<file path="config.mk">
export PLATFORM = sky130hd
export DESIGN_NAME = change_dispenser
export DESIGN_NICKNAME = d
export VERILOG_FILES = /design/src/rtl/change_pkg.sv /design/src/rtl/coin_selector.sv /design/src/rtl/change_dispenser.sv
export SDC_FILE = /design/constraint.sdc
export NUM_CORES = 1
export LEC_CHECK = 0
export BUFFER_PORTS_ARGS = -buffer_cell sky130_fd_sc_hd__buf_2
export CELL_PAD_IN_SITES_DETAIL_PLACEMENT = 2
export CELL_PAD_IN_SITES_GLOBAL_PLACEMENT = 2
export CORE_MARGIN = 3
export CORE_UTILIZATION = 33
export DETAILED_ROUTE_END_ITERATION = 8
export PLACE_DENSITY_LB_ADDON = 0.1
export SYNTH_ARGS = -nofsm -noshare
export SYNTH_HDL_FRONTEND = slang
export SYNTH_SLANG_ARGS = --single-unit
</file>
<file path="constraint.sdc">
create_clock -name clk -period 3.03 [get_ports clk]
set_input_delay 0.1515 -clock clk [delete_from_list [all_inputs] [get_ports clk]]
set_output_delay 0.1515 -clock clk [all_outputs]
set_load 0.05 [all_outputs]
</file>
<file path="src/rtl/change_pkg.sv">
`default_nettype none
// change_pkg: coin values, FSM state encoding and coin-select encoding shared by the change dispenser.
package change_pkg;

   localparam logic [8:0] VAL_DOLLAR  = 9'd100;
   localparam logic [8:0] VAL_QUARTER = 9'd25;
   localparam logic [8:0] VAL_DIME    = 9'd10;
   localparam logic [8:0] VAL_NICKEL  = 9'd5;

   typedef enum logic [2:0] {
      ST_IDLE   = 3'd0,
      ST_SELECT = 3'd1,
      ST_PULSE  = 3'd2,
      ST_GAP    = 3'd3,
      ST_FINISH = 3'd4
   } state_t;

   // Encoding doubles as the index into per-coin flag vectors and inventory arrays.
   typedef enum logic [1:0] {
      COIN_DOLLAR  = 2'd0,
      COIN_QUARTER = 2'd1,
      COIN_DIME    = 2'd2,
      COIN_NICKEL  = 2'd3
   } coin_t;

   function automatic logic [8:0] coin_value(input coin_t c);
      case (c)
         COIN_DOLLAR:  return VAL_DOLLAR;
         COIN_QUARTER: return VAL_QUARTER;
         COIN_DIME:    return VAL_DIME;
         default:      return VAL_NICKEL;
      endcase
   endfunction

endpackage
`default_nettype wire

</file>
<file path="src/rtl/coin_selector.sv">
`default_nettype none
// coin_selector: combinational pick of the largest coin that fits in remaining and is in stock.
module coin_selector
   import change_pkg::*;
(
   input  logic [8:0] remaining,
   input  logic [3:0] avail,
   output coin_t      coin,
   output logic       valid
);

   always_comb begin
      coin  = COIN_NICKEL;
      valid = 1'b0;
      if (remaining >= VAL_DOLLAR && avail[COIN_DOLLAR]) begin
         coin  = COIN_DOLLAR;
         valid = 1'b1;
      end else if (remaining >= VAL_QUARTER && avail[COIN_QUARTER]) begin
         coin  = COIN_QUARTER;
         valid = 1'b1;
      end else if (remaining >= VAL_DIME && avail[COIN_DIME]) begin
         coin  = COIN_DIME;
         valid = 1'b1;
      end else if (remaining >= VAL_NICKEL && avail[COIN_NICKEL]) begin
         coin  = COIN_NICKEL;
         valid = 1'b1;
      end
   end

endmodule
`default_nettype wire

</file>
<file path="src/rtl/change_dispenser.sv">
`default_nettype none
// change_dispenser: greedy coin payout FSM with registered, PULSE_GAP-paced eject pulses.
// Define CHANGE_INVENTORY_EN for 4-bit per-coin inventory with refill; otherwise stock is unlimited.
module change_dispenser
   import change_pkg::*;
#(
   parameter int PULSE_GAP    = 2,
   parameter int INIT_DOLLAR  = 15,
   parameter int INIT_QUARTER = 15,
   parameter int INIT_DIME    = 15,
   parameter int INIT_NICKEL  = 15
) (
   input  logic       clk,
   input  logic       rst_n,
   input  logic       req_valid,
   input  logic [8:0] req_amount,
   output logic       req_ready,
   output logic       disp_dollar,
   output logic       disp_quarter,
   output logic       disp_dime,
   output logic       disp_nickel,
   output logic       done,
   output logic       shortfall,
   output logic [8:0] remaining,
   input  logic       refill
);

   state_t      state;
   state_t      state_next;
   coin_t       coin_q;
   coin_t       sel_coin;
   logic        sel_valid;
   logic [3:0]  avail;
   logic [3:0]  gap_cnt;
   logic [8:0]  coin_val;

   assign req_ready = (state == ST_IDLE);
   assign coin_val  = coin_value(coin_q);

   coin_selector u_coin_selector (
      .remaining (remaining),
      .avail     (avail),
      .coin      (sel_coin),
      .valid     (sel_valid)
   );

   always_ff @(posedge clk or negedge rst_n) begin
      if (!rst_n) state <= ST_IDLE;
      else        state <= state_next;
   end

   always_comb begin
      state_next = state;
      case (state)
         ST_IDLE:   if (req_valid) state_next = ST_SELECT;
         ST_SELECT: begin
            if (remaining == 9'd0 || !sel_valid) state_next = ST_FINISH;
            else                                 state_next = ST_PULSE;
         end
         ST_PULSE:  state_next = ST_GAP;
         ST_GAP:    if (gap_cnt == 4'(PULSE_GAP - 1)) state_next = ST_SELECT;
         ST_FINISH: state_next = ST_IDLE;
         default:   state_next = ST_IDLE;
      endcase
   end

   // Outputs are registered on the edge leaving a state, which sets the 2-cycle accept-to-pulse latency.
   always_ff @(posedge clk or negedge rst_n) begin
      if (!rst_n) begin
         remaining    <= '0;
         coin_q       <= COIN_DOLLAR;
         gap_cnt      <= '0;
         disp_dollar  <= 1'b0;
         disp_quarter <= 1'b0;
         disp_dime    <= 1'b0;
         disp_nickel  <= 1'b0;
         done         <= 1'b0;
         shortfall    <= 1'b0;
      end else begin
         disp_dollar  <= 1'b0;
         disp_quarter <= 1'b0;
         disp_dime    <= 1'b0;
         disp_nickel  <= 1'b0;
         done         <= 1'b0;
         shortfall    <= 1'b0;
         case (state)
            ST_IDLE: begin
               if (req_valid) remaining <= req_amount;
            end
            ST_SELECT: begin
               coin_q  <= sel_coin;
               gap_cnt <= '0;
            end
            ST_PULSE: begin
               case (coin_q)
                  COIN_DOLLAR:  disp_dollar  <= 1'b1;
                  COIN_QUARTER: disp_quarter <= 1'b1;
                  COIN_DIME:    disp_dime    <= 1'b1;
                  default:      disp_nickel  <= 1'b1;
               endcase
               remaining <= (remaining >= coin_val) ? (remaining - coin_val) : 9'd0;
            end
            ST_GAP: begin
               gap_cnt <= gap_cnt + 4'd1;
            end
            ST_FINISH: begin
               done      <= 1'b1;
               shortfall <= (remaining != 9'd0);
            end
            default: ;
         endcase
      end
   end

`ifdef CHANGE_INVENTORY_EN
   localparam logic [3:0] INV_INIT [4] = '{4'(INIT_DOLLAR), 4'(INIT_QUARTER),
                                           4'(INIT_DIME),   4'(INIT_NICKEL)};
   logic [3:0] inv [4];

   // A same-cycle accept wins over refill, so refill only reloads when no request is taken.
   always_ff @(posedge clk or negedge rst_n) begin
      if (!rst_n) begin
         for (int i = 0; i < 4; i++) inv[i] <= INV_INIT[i];
      end else if (state == ST_IDLE && refill && !req_valid) begin
         for (int i = 0; i < 4; i++) inv[i] <= INV_INIT[i];
      end else if (state == ST_PULSE && inv[coin_q] != 4'd0) begin
         inv[coin_q] <= inv[coin_q] - 4'd1;
      end
   end

   for (genvar g = 0; g < 4; g++) begin : g_avail
      assign avail[g] = (inv[g] != 4'd0);
   end
`else
   logic unused_refill;
   assign unused_refill = refill;
   assign avail         = 4'b1111;
`endif

endmodule
`default_nettype wire
</file>
==> results of run 1 <==
## sequential cells by signal, summed over array words and instances (netlist names)
register / count
coin_q: 2
disp_dime: 1
disp_dollar: 1
disp_nickel: 1
disp_quarter: 1
done: 1
gap_cnt: 4
remaining: 9
shortfall: 1
state: 3
## kinds of logic (layout without fill, tap and decap cells)
logic type | after synthesis | after routing | synth area share (%)
AO/OA/AOI/OAI | 54 | 54 | 23.37
adder cells (fa/ha/maj) | 17 | 17 | 14.14
flip-flops | 24 | 24 | 38.55
XOR/XNOR | 5 | 5 | 2.812
multiplexers | 1 | 1 | 0.7228
buffers and inverters | 20 | 50 | 4.899
AND/OR/NAND/NOR | 47 | 47 | 15.50
## critical path: cells and delay by family, from the launching register on
| kind | cells | cell delay, ns |
|---|---|---|
| AOI/OAI and AO/OA | 5 | 1.11 |
| DFF | 1 | 0.45 |
| and+or+nand+nor | 1 | 0.12 |
| adders and majority gates | 3 | 0.74 |
| buffers and inverters | 2 | 0.18 |
## routing by layer
metal | global-route usage, % | routed length, µm | vias to the layer above
met2 | 31.51 | 2240 | 22
met1 | 23.37 | 2195 | 674
met4 | 3.557 | 19 | 0
met5 | 0 | 0 | -
li1 | - | - | 664
met3 | 2.403 | 130 | 2
## layout make-up
cell class                 count  share of cell area, %
tap                           52                  3.547
sequential                    24                  32.74
clock inverter                 1                  1.637
clock buffer                   3                  2.251
inverter                      17                  3.479
timing repair buffer          29                  8.322
multi-input combinational    124                  48.02
## cells in the final DEF (no fill, tap or decap), drive strengths merged, types with 3 or more instances in the layout
master  netlist  routed
a21oi         8       8
a22oi         7       7
and3          3       3
buf           1      28
clkbuf        2       3
dfrtp        24      24
ha           16      16
inv          17      17
nand2         5       5
nand2b        4       4
nand3         6       6
nand4         3       3
nor2         15      15
nor3          3       3
o21a          3       3
o21ai        20      20
xnor2         3       3
## per-stage QoR
stage               util, %  setup slack (ns)
finish                41.27            0.3364
global route          41.27            0.1189
CTS                   41.27            0.3634
detailed placement    39.44            0.3953
global placement      39.44            0.5223
floorplan                 -            0.7290
## repair_timing
| item | CTS | global route |
|---|---|---|
| endpoints found under the setup margin | 0 | 0 |
| endpoints found under the hold margin | 24 | 0 |
| hold buffers | 1 | 0 |
## worst max-delay path by stage
stage | start | to | slack [ns] | depth (start not counted)
6_report | coin_q[1] | remaining[8] | 0.34 | 11
4_1_cts | coin_q[1] | remaining[8] | 0.36 | 11
3_3_place_gp | coin_q[1] | remaining[8] | 0.52 | 11
2_1_floorplan | coin_q[1] | remaining[8] | 0.73 | 11
3_5_place_dp | coin_q[1] | remaining[8] | 0.40 | 11
5_1_grt | coin_q[1] | remaining[8] | 0.12 | 11
==> results.cfg, run 1 <==
[synth]
synth_area_per_cell_um2 = 9.272
synth_cell_types = 41
syn_area_mm2 = 0.001558
synth_fp_nets = 198
ys_seq_elements = 24
ys_seq_area_share_pct = 38.55
ys_warn_count = 0
syn_inst = 168
synth_commonest_cells = dfrtp_1, o21ai_0, inv_1
yosysTopAreaCellShare_pct = 38.55
synth_area_leader_cell = dfrtp_1
synthTopCellsByArea = dfrtp_1, ha_1, o21ai_0
synth_flop_cell = dfrtp_1
synth_edf_count = 0
async_reset_ff_share_pct = 100.0
synth.most_common_cell = dfrtp_1

[final_layout]
postLayoutCellArea_mm2 = 0.001834
regArea_um2 = 600.6
fillers = 513
drive_gt1_share_pct = 19.19
diodes = 0
layout.cells.non_filler = 250
multi_input_area_um2 = 880.8
layout.nets = 229
area_growth_pct = 17.75

[placement]
dpl-instance-area_mm2 = 0.001753
dpl.cell_count = 245
place_congestion = 0.8123
numPortBuffers = 27
place_hpwl_um = 3632

[sta]
max_slew_margin_pct = 60.96
slew_viol_final = 0
rsz0062_at_grt = no
finalHoldViolations = 0
fin_hold_ws_ns = 0.1057
max_freq_ghz = 0.3713
tightest_slew_ns = 0.5834
timing.final.crit_share_pct = 88.90
setup_viol = 0
min_period_ns = 2.694
finalSetupTns_ns = 0
finClkSkew_ns = 0.006740

[worst_setup_path]
r2r_start = coin_q[1]
start_kind = flop
cpPeakStageDelay_ns = 0.45
regToRegEndpoint = remaining[8]
cp_max_fo = 6
slowest_stage = dfrtp_1
crit_chain = inv_1 > ha_1 > or2_2 > ha_1 > inv_1 > fa_1 > a211oi_2 > o21ai_1 > a211o_1 > a21oi_1 > a2bb2oi_1
reg2regPathDepth = 11
required_ns = 3.22
cp-end-kind = flop
arrival_ns = 2.88
critPathKind = reg2reg
rrSetupSlack_ns = 0.34

[global_routing]
grt_util_all_layers_pct = 17.85
grt_overflow_total = 0
grt_max_degree = 25
grt_pass1_wl_um = 7514
grt_pass1_vias = 1474
antenna_found_initial = 0

[clock_network]
cts_tree = done
post-cts-setup-buffers = 0
cts_root_buffer = clkbuf_8
cts.sinks = 24
htreeDepth = 1
clk_path_buf_depth = 2
cts_resized = 0
cts.clk_slew.worst_paths_ns = 0.10
cts_buffers = 3
clk_latency_ns = 0.27

[floorplanning]
fp.dieArea_mm2 = 0.005581
initial_core_util_pct = 35.05
rows = 24
die_h_um = 74.71
fp.dieW_um = 74.71
core-area_mm2 = 0.004444
ios = 29

[drt]
vias = 1362
drc_errors = 0
drtIter0Drc = 57
ant_nets = 0
firstDrtPassIters = 4
wl_um = 4585
wire_per_inst_um = 18.34
vias_per_cell = 5.448

[min_path]
min_path_cells = 3
min_to = remaining[0]
hold_path_class = in2reg
hold_start = req_amount[0]

[run]
max-cap-violations = 0

[run_status]
status = complete, no violations
Power of run 1 is left out: the tool's default activity adds up to more than one toggle a clock period on the data nets, which glitch-free logic cannot reach.
==> run 2, diff against run 1 <==
--- a/config.mk
+++ b/config.mk
@@ -9,7 +9,8 @@
 export CELL_PAD_IN_SITES_DETAIL_PLACEMENT = 2
 export CELL_PAD_IN_SITES_GLOBAL_PLACEMENT = 2
 export CORE_MARGIN = 3
-export CORE_UTILIZATION = 33
+export CORE_UTILIZATION = 35
+export CTS_BUF_LIST = sky130_fd_sc_hd__clkbuf_8
 export DETAILED_ROUTE_END_ITERATION = 8
 export PLACE_DENSITY_LB_ADDON = 0.1
 export SYNTH_ARGS = -nofsm -noshare
==> results.cfg, run 2 (synthesized netlist as in run 1, its figures left out) <==
[final_layout]
reg_top3 = remaining x9, gap_cnt x4, state x3
layout.nets = 229
utilization_pct = 43.81
largest_reg_flops = 9
fillers = 468
final_common_cell = buf_2
drive_gt1_share_pct = 19.19
diodes = 0
area_growth_pct = 16.55
regMostFlops = remaining
layout_common_cells = buf_2, dfrtp_1, o21ai_0, inv_1, ha_1

[global_routing]
grt_util_all_layers_pct = 19.92
grt_overflow_total = 0
grt_max_degree = 25
antenna_found_initial = 0
grt_pass1_wl_um = 8197
grt_pass1_vias = 1607

[clock_network]
cts_root_buffer = clkbuf_8
clk_path_buf_depth = 2
cts_buffers = 3
htreeDepth = 1
post-cts-setup-buffers = 0
cts_resized = 0
cts.sinks = 24
cts_tree = done
clk_latency_ns = 0.27
cts.clk_slew.worst_paths_ns = 0.09

[floorplanning]
die_h_um = 72.72
ios = 29
fp.dieW_um = 72.72
rows = 23
core-area_mm2 = 0.004144
initial_core_util_pct = 37.59
fp.dieArea_mm2 = 0.005287

[worst_setup_path]
crit_family = compound AO/OA/AOI/OAI gates
critPathKind = reg2reg
cp_max_fo = 6
crit_chain = inv_1 > ha_1 > or2_2 > ha_1 > inv_1 > fa_1 > a211oi_2 > o21ai_1 > a211o_1 > o221ai_1 > a2bb2oi_1
slowest_stage = dfrtp_1
cpPeakStageDelay_ns = 0.47
cp-end-kind = flop
critPathBufInv = 2
arrival_ns = 2.76
required_ns = 3.17
start_kind = flop

[sta]
tightest_slew_ns = 0.6187
finalHoldViolations = 0
finalSetupTns_ns = 0
setup_viol = 0
slew_viol_final = 0
finClkSkew_ns = 0.002225
timing.final.crit_share_pct = 86.51
max_slew_margin_pct = 58.60
min_period_ns = 2.621
rsz0062_at_grt = no
setup_ws_ns = 0.4088
max_freq_ghz = 0.3815

[min_path]
hold_path_class = in2reg

[placement]
place_hpwl_um = 3723
pre_cts_ws_ns = 0.4174
place_congestion = 0.8007
numPortBuffers = 27

[drt]
firstDrtPassIters = 4
vias_per_cell = 5.601
wire_per_inst_um = 19.13
drc_errors = 0
vias = 1389
ant_nets = 0
drtIter0Drc = 50
wl_um = 4743

[run]
max-cap-violations = 0

[run_status]
status = complete, no violations
[run 2: final cells by class]
cell class	instances	area, µm²	share of cell area, %
inverter	17	63.81	3.515
multi-input combinational	124	880.8	48.52
timing repair buffer	29	152.6	8.408
sequential	24	600.6	33.08
tap	50	62.56	3.446
clock buffer	4	55.05	3.032
[run 2: tightest hold or removal path: stages]
cell     delay [ns]
buf_2          0.08
a22oi_1        0.05
o21ai_0        0.07
[run 2: stage by stage]
| step | std cells | hold WS [ns] | cell area [µm²] |
|---|---|---|---|
| final | 248 | 0.1118 | 1815 |
| after global routing | 248 | 0.1161 | 1815 |
| after global placement | 243 | 0.1808 | 1750 |
| after detailed placement | 243 | 0.1874 | 1750 |
| after floorplan | 168 | -0.1441 | 1558 |
| after CTS | 248 | 0.1035 | 1815 |
[run 2: path summary, 6_finish.rpt]
check / slack, ns / end / depth (start not counted) / start
setup / recovery: 0.41 / remaining[8] / 11 / coin_q[1]
hold / removal: 0.11 / remaining[2] / 3 / req_amount[2]
setup reg to reg: 0.41 / remaining[8] / 11 / coin_q[1]
hold reg to reg: 0.56 / state[1] / 1 / state[2]
max in group asynchronous: 2.21 / remaining[5] / 2 / rst_n
min in group asynchronous: 0.43 / disp_dime / 2 / rst_n
[run 2: metal layers]
metal / vias up / global-route usage, % / share of wire, %
li1: 657 / - / -
met4: 0 / 4.303 / 1.1
met1: 709 / 23.97 / 44
met3: 6 / 2.204 / 1.7
met2: 17 / 37.68 / 53
met5: - / 0 / 0
[run 2: repair_timing]
item / in CTS / in global routing
setup endpoints to repair: 0 / 0
endpoints found under the hold margin: 24 / 0
hold buffers: 1 / 0
Power of run 2 is left out for the same reason.
==> run 3, diff against run 2 <==
--- a/config.mk
+++ b/config.mk
@@ -12,6 +12,7 @@
 export CORE_UTILIZATION = 35
 export CTS_BUF_LIST = sky130_fd_sc_hd__clkbuf_8
 export DETAILED_ROUTE_END_ITERATION = 8
+export GPL_TIMING_DRIVEN = 0
 export PLACE_DENSITY_LB_ADDON = 0.1
 export SYNTH_ARGS = -nofsm -noshare
 export SYNTH_HDL_FRONTEND = slang
==> results.cfg, run 3 (synthesized netlist as in run 1, its figures left out) <==
[placement]
place_hpwl_um = 3736
place_congestion = 0.7963
numPortBuffers = 27

[sta]
max_freq_ghz = 0.3834
setup_viol = 0
min_period_ns = 2.608
slew_viol_final = 0
finClkSkew_ns = 0.009417
rsz0062_at_grt = no
finalHoldViolations = 0
tightest_slew_ns = 0.6463
timing.final.crit_share_pct = 86.07
finalSetupTns_ns = 0
max_slew_margin_pct = 56.75

[drt]
wl_um = 4635
vias_per_cell = 5.526
wire_per_inst_um = 18.61
drc_errors = 0
firstDrtPassIters = 4
drtIter0Drc = 33
ant_nets = 0
vias = 1376

[final_layout]
reg_top3 = remaining x9, gap_cnt x4, state x3
drive_gt1_share_pct = 18.59
layout.nets = 231
area_growth_pct = 15.98
layout_common_cells = buf_2, dfrtp_1, o21ai_0, inv_1, ha_1
final_common_cell = buf_2
regMostFlops = remaining
regArea_um2 = 600.6
fillers = 483
diodes = 0
utilization_pct = 43.60
largest_reg_flops = 9
multi_input_area_um2 = 880.8

[floorplanning]
fp.dieW_um = 72.72
initial_core_util_pct = 37.59
fp.dieArea_mm2 = 0.005287
rows = 23
ios = 29
die_h_um = 72.72
core-area_mm2 = 0.004144

[global_routing]
met2_usage_pct = 35.07
antenna_found_initial = 0
grt_pass1_wl_um = 7866
grt_util_all_layers_pct = 19.40
grt_overflow_total = 0
grt_max_degree = 25
top_usage_layer = met2
use_met3_pct = 1.928
grtUsageMet1_pct = 24.12
grt_pass1_vias = 1549

[clock_network]
clk_latency_ns = 0.27
post-cts-setup-buffers = 0
cts_hold_buf = 1
cts.sinks = 24
cts_buffers = 3
clk_path_buf_depth = 2
htreeDepth = 1
cts_tree = done
cts_resized = 0
cts_root_buffer = clkbuf_8
cts.clk_slew.worst_paths_ns = 0.09

[worst_setup_path]
r2r_start = coin_q[1]
arrival_ns = 2.75
crit_family = compound AO/OA/AOI/OAI gates
cp_max_fo = 6
required_ns = 3.17
critPathBufInv = 2
start_kind = flop
crit_chain = inv_1 > ha_1 > or2_2 > ha_1 > inv_1 > fa_1 > a211oi_2 > o21ai_1 > a211o_1 > o221ai_1 > a2bb2oi_1
startpoint = coin_q[1]
cp-end-kind = flop
critPathKind = reg2reg
slowest_stage = dfrtp_1
cpPeakStageDelay_ns = 0.46

[run]
max-cap-violations = 0

[run_status]
status = complete, no violations

[min_path]
hold_path_class = in2reg
hold_start = req_amount[4]
## run 3: cell count changes in the layout (fill, tap and decap cells not counted)
| cell | before | now |
|---|---|---|
| clkbuf_1 | 0 | 2 |
| buf_2 | 27 | 28 |
| buf_4 | 1 | 0 |
| clkbuf_8 | 4 | 3 |
## run 3: tightest hold or removal path: cells and delay by family
family / cells / cell delay [ns]
AOI/OAI and AO/OA: 2 / 0.11
buffers and inverters: 1 / 0.07
## run 3: per-stage QoR
step | hold slack, ns | cells | cell area, µm² | setup slack, ns
floorplan | -0.1441 | 168 | 1558 | 0.7290
global placement | 0.1727 | 245 | 1755 | 0.4823
detailed placement | 0.1802 | 245 | 1755 | 0.4158
CTS | 0.1106 | 249 | 1807 | 0.3989
global route | 0.1353 | 249 | 1807 | 0.1855
finish | 0.1160 | 249 | 1807 | 0.4220
## run 3: final timing paths
check / endpoint / slack [ns] / cells after the start
max: remaining[8] / 0.42 / 11
min: remaining[4] / 0.12 / 3
max reg2reg: remaining[8] / 0.42 / 11
min reg2reg: state[1] / 0.54 / 1
max in group asynchronous: remaining[4] / 2.25 / 2
min in group asynchronous: state[0] / 0.40 / 2
## run 3: metal layers
layer,vias to the layer above,wire length [µm]
met1,675,2006
met5,-,0
met3,11,132
met4,0,92
li1,665,-
met2,25,2405
## run 3: final cells by class
| type | count | area share (%) |
|---|---|---|
| Tap cell | 50 | 3.463 |
| Timing Repair Buffer | 28 | 8.033 |
| Sequential cell | 24 | 33.24 |
| Clock buffer | 3 | 2.285 |
| Inverter | 17 | 3.532 |
| Multi-Input combinational cell | 124 | 48.75 |
| Buffer | 3 | 0.6925 |
Power of run 3 is left out for the same reason.
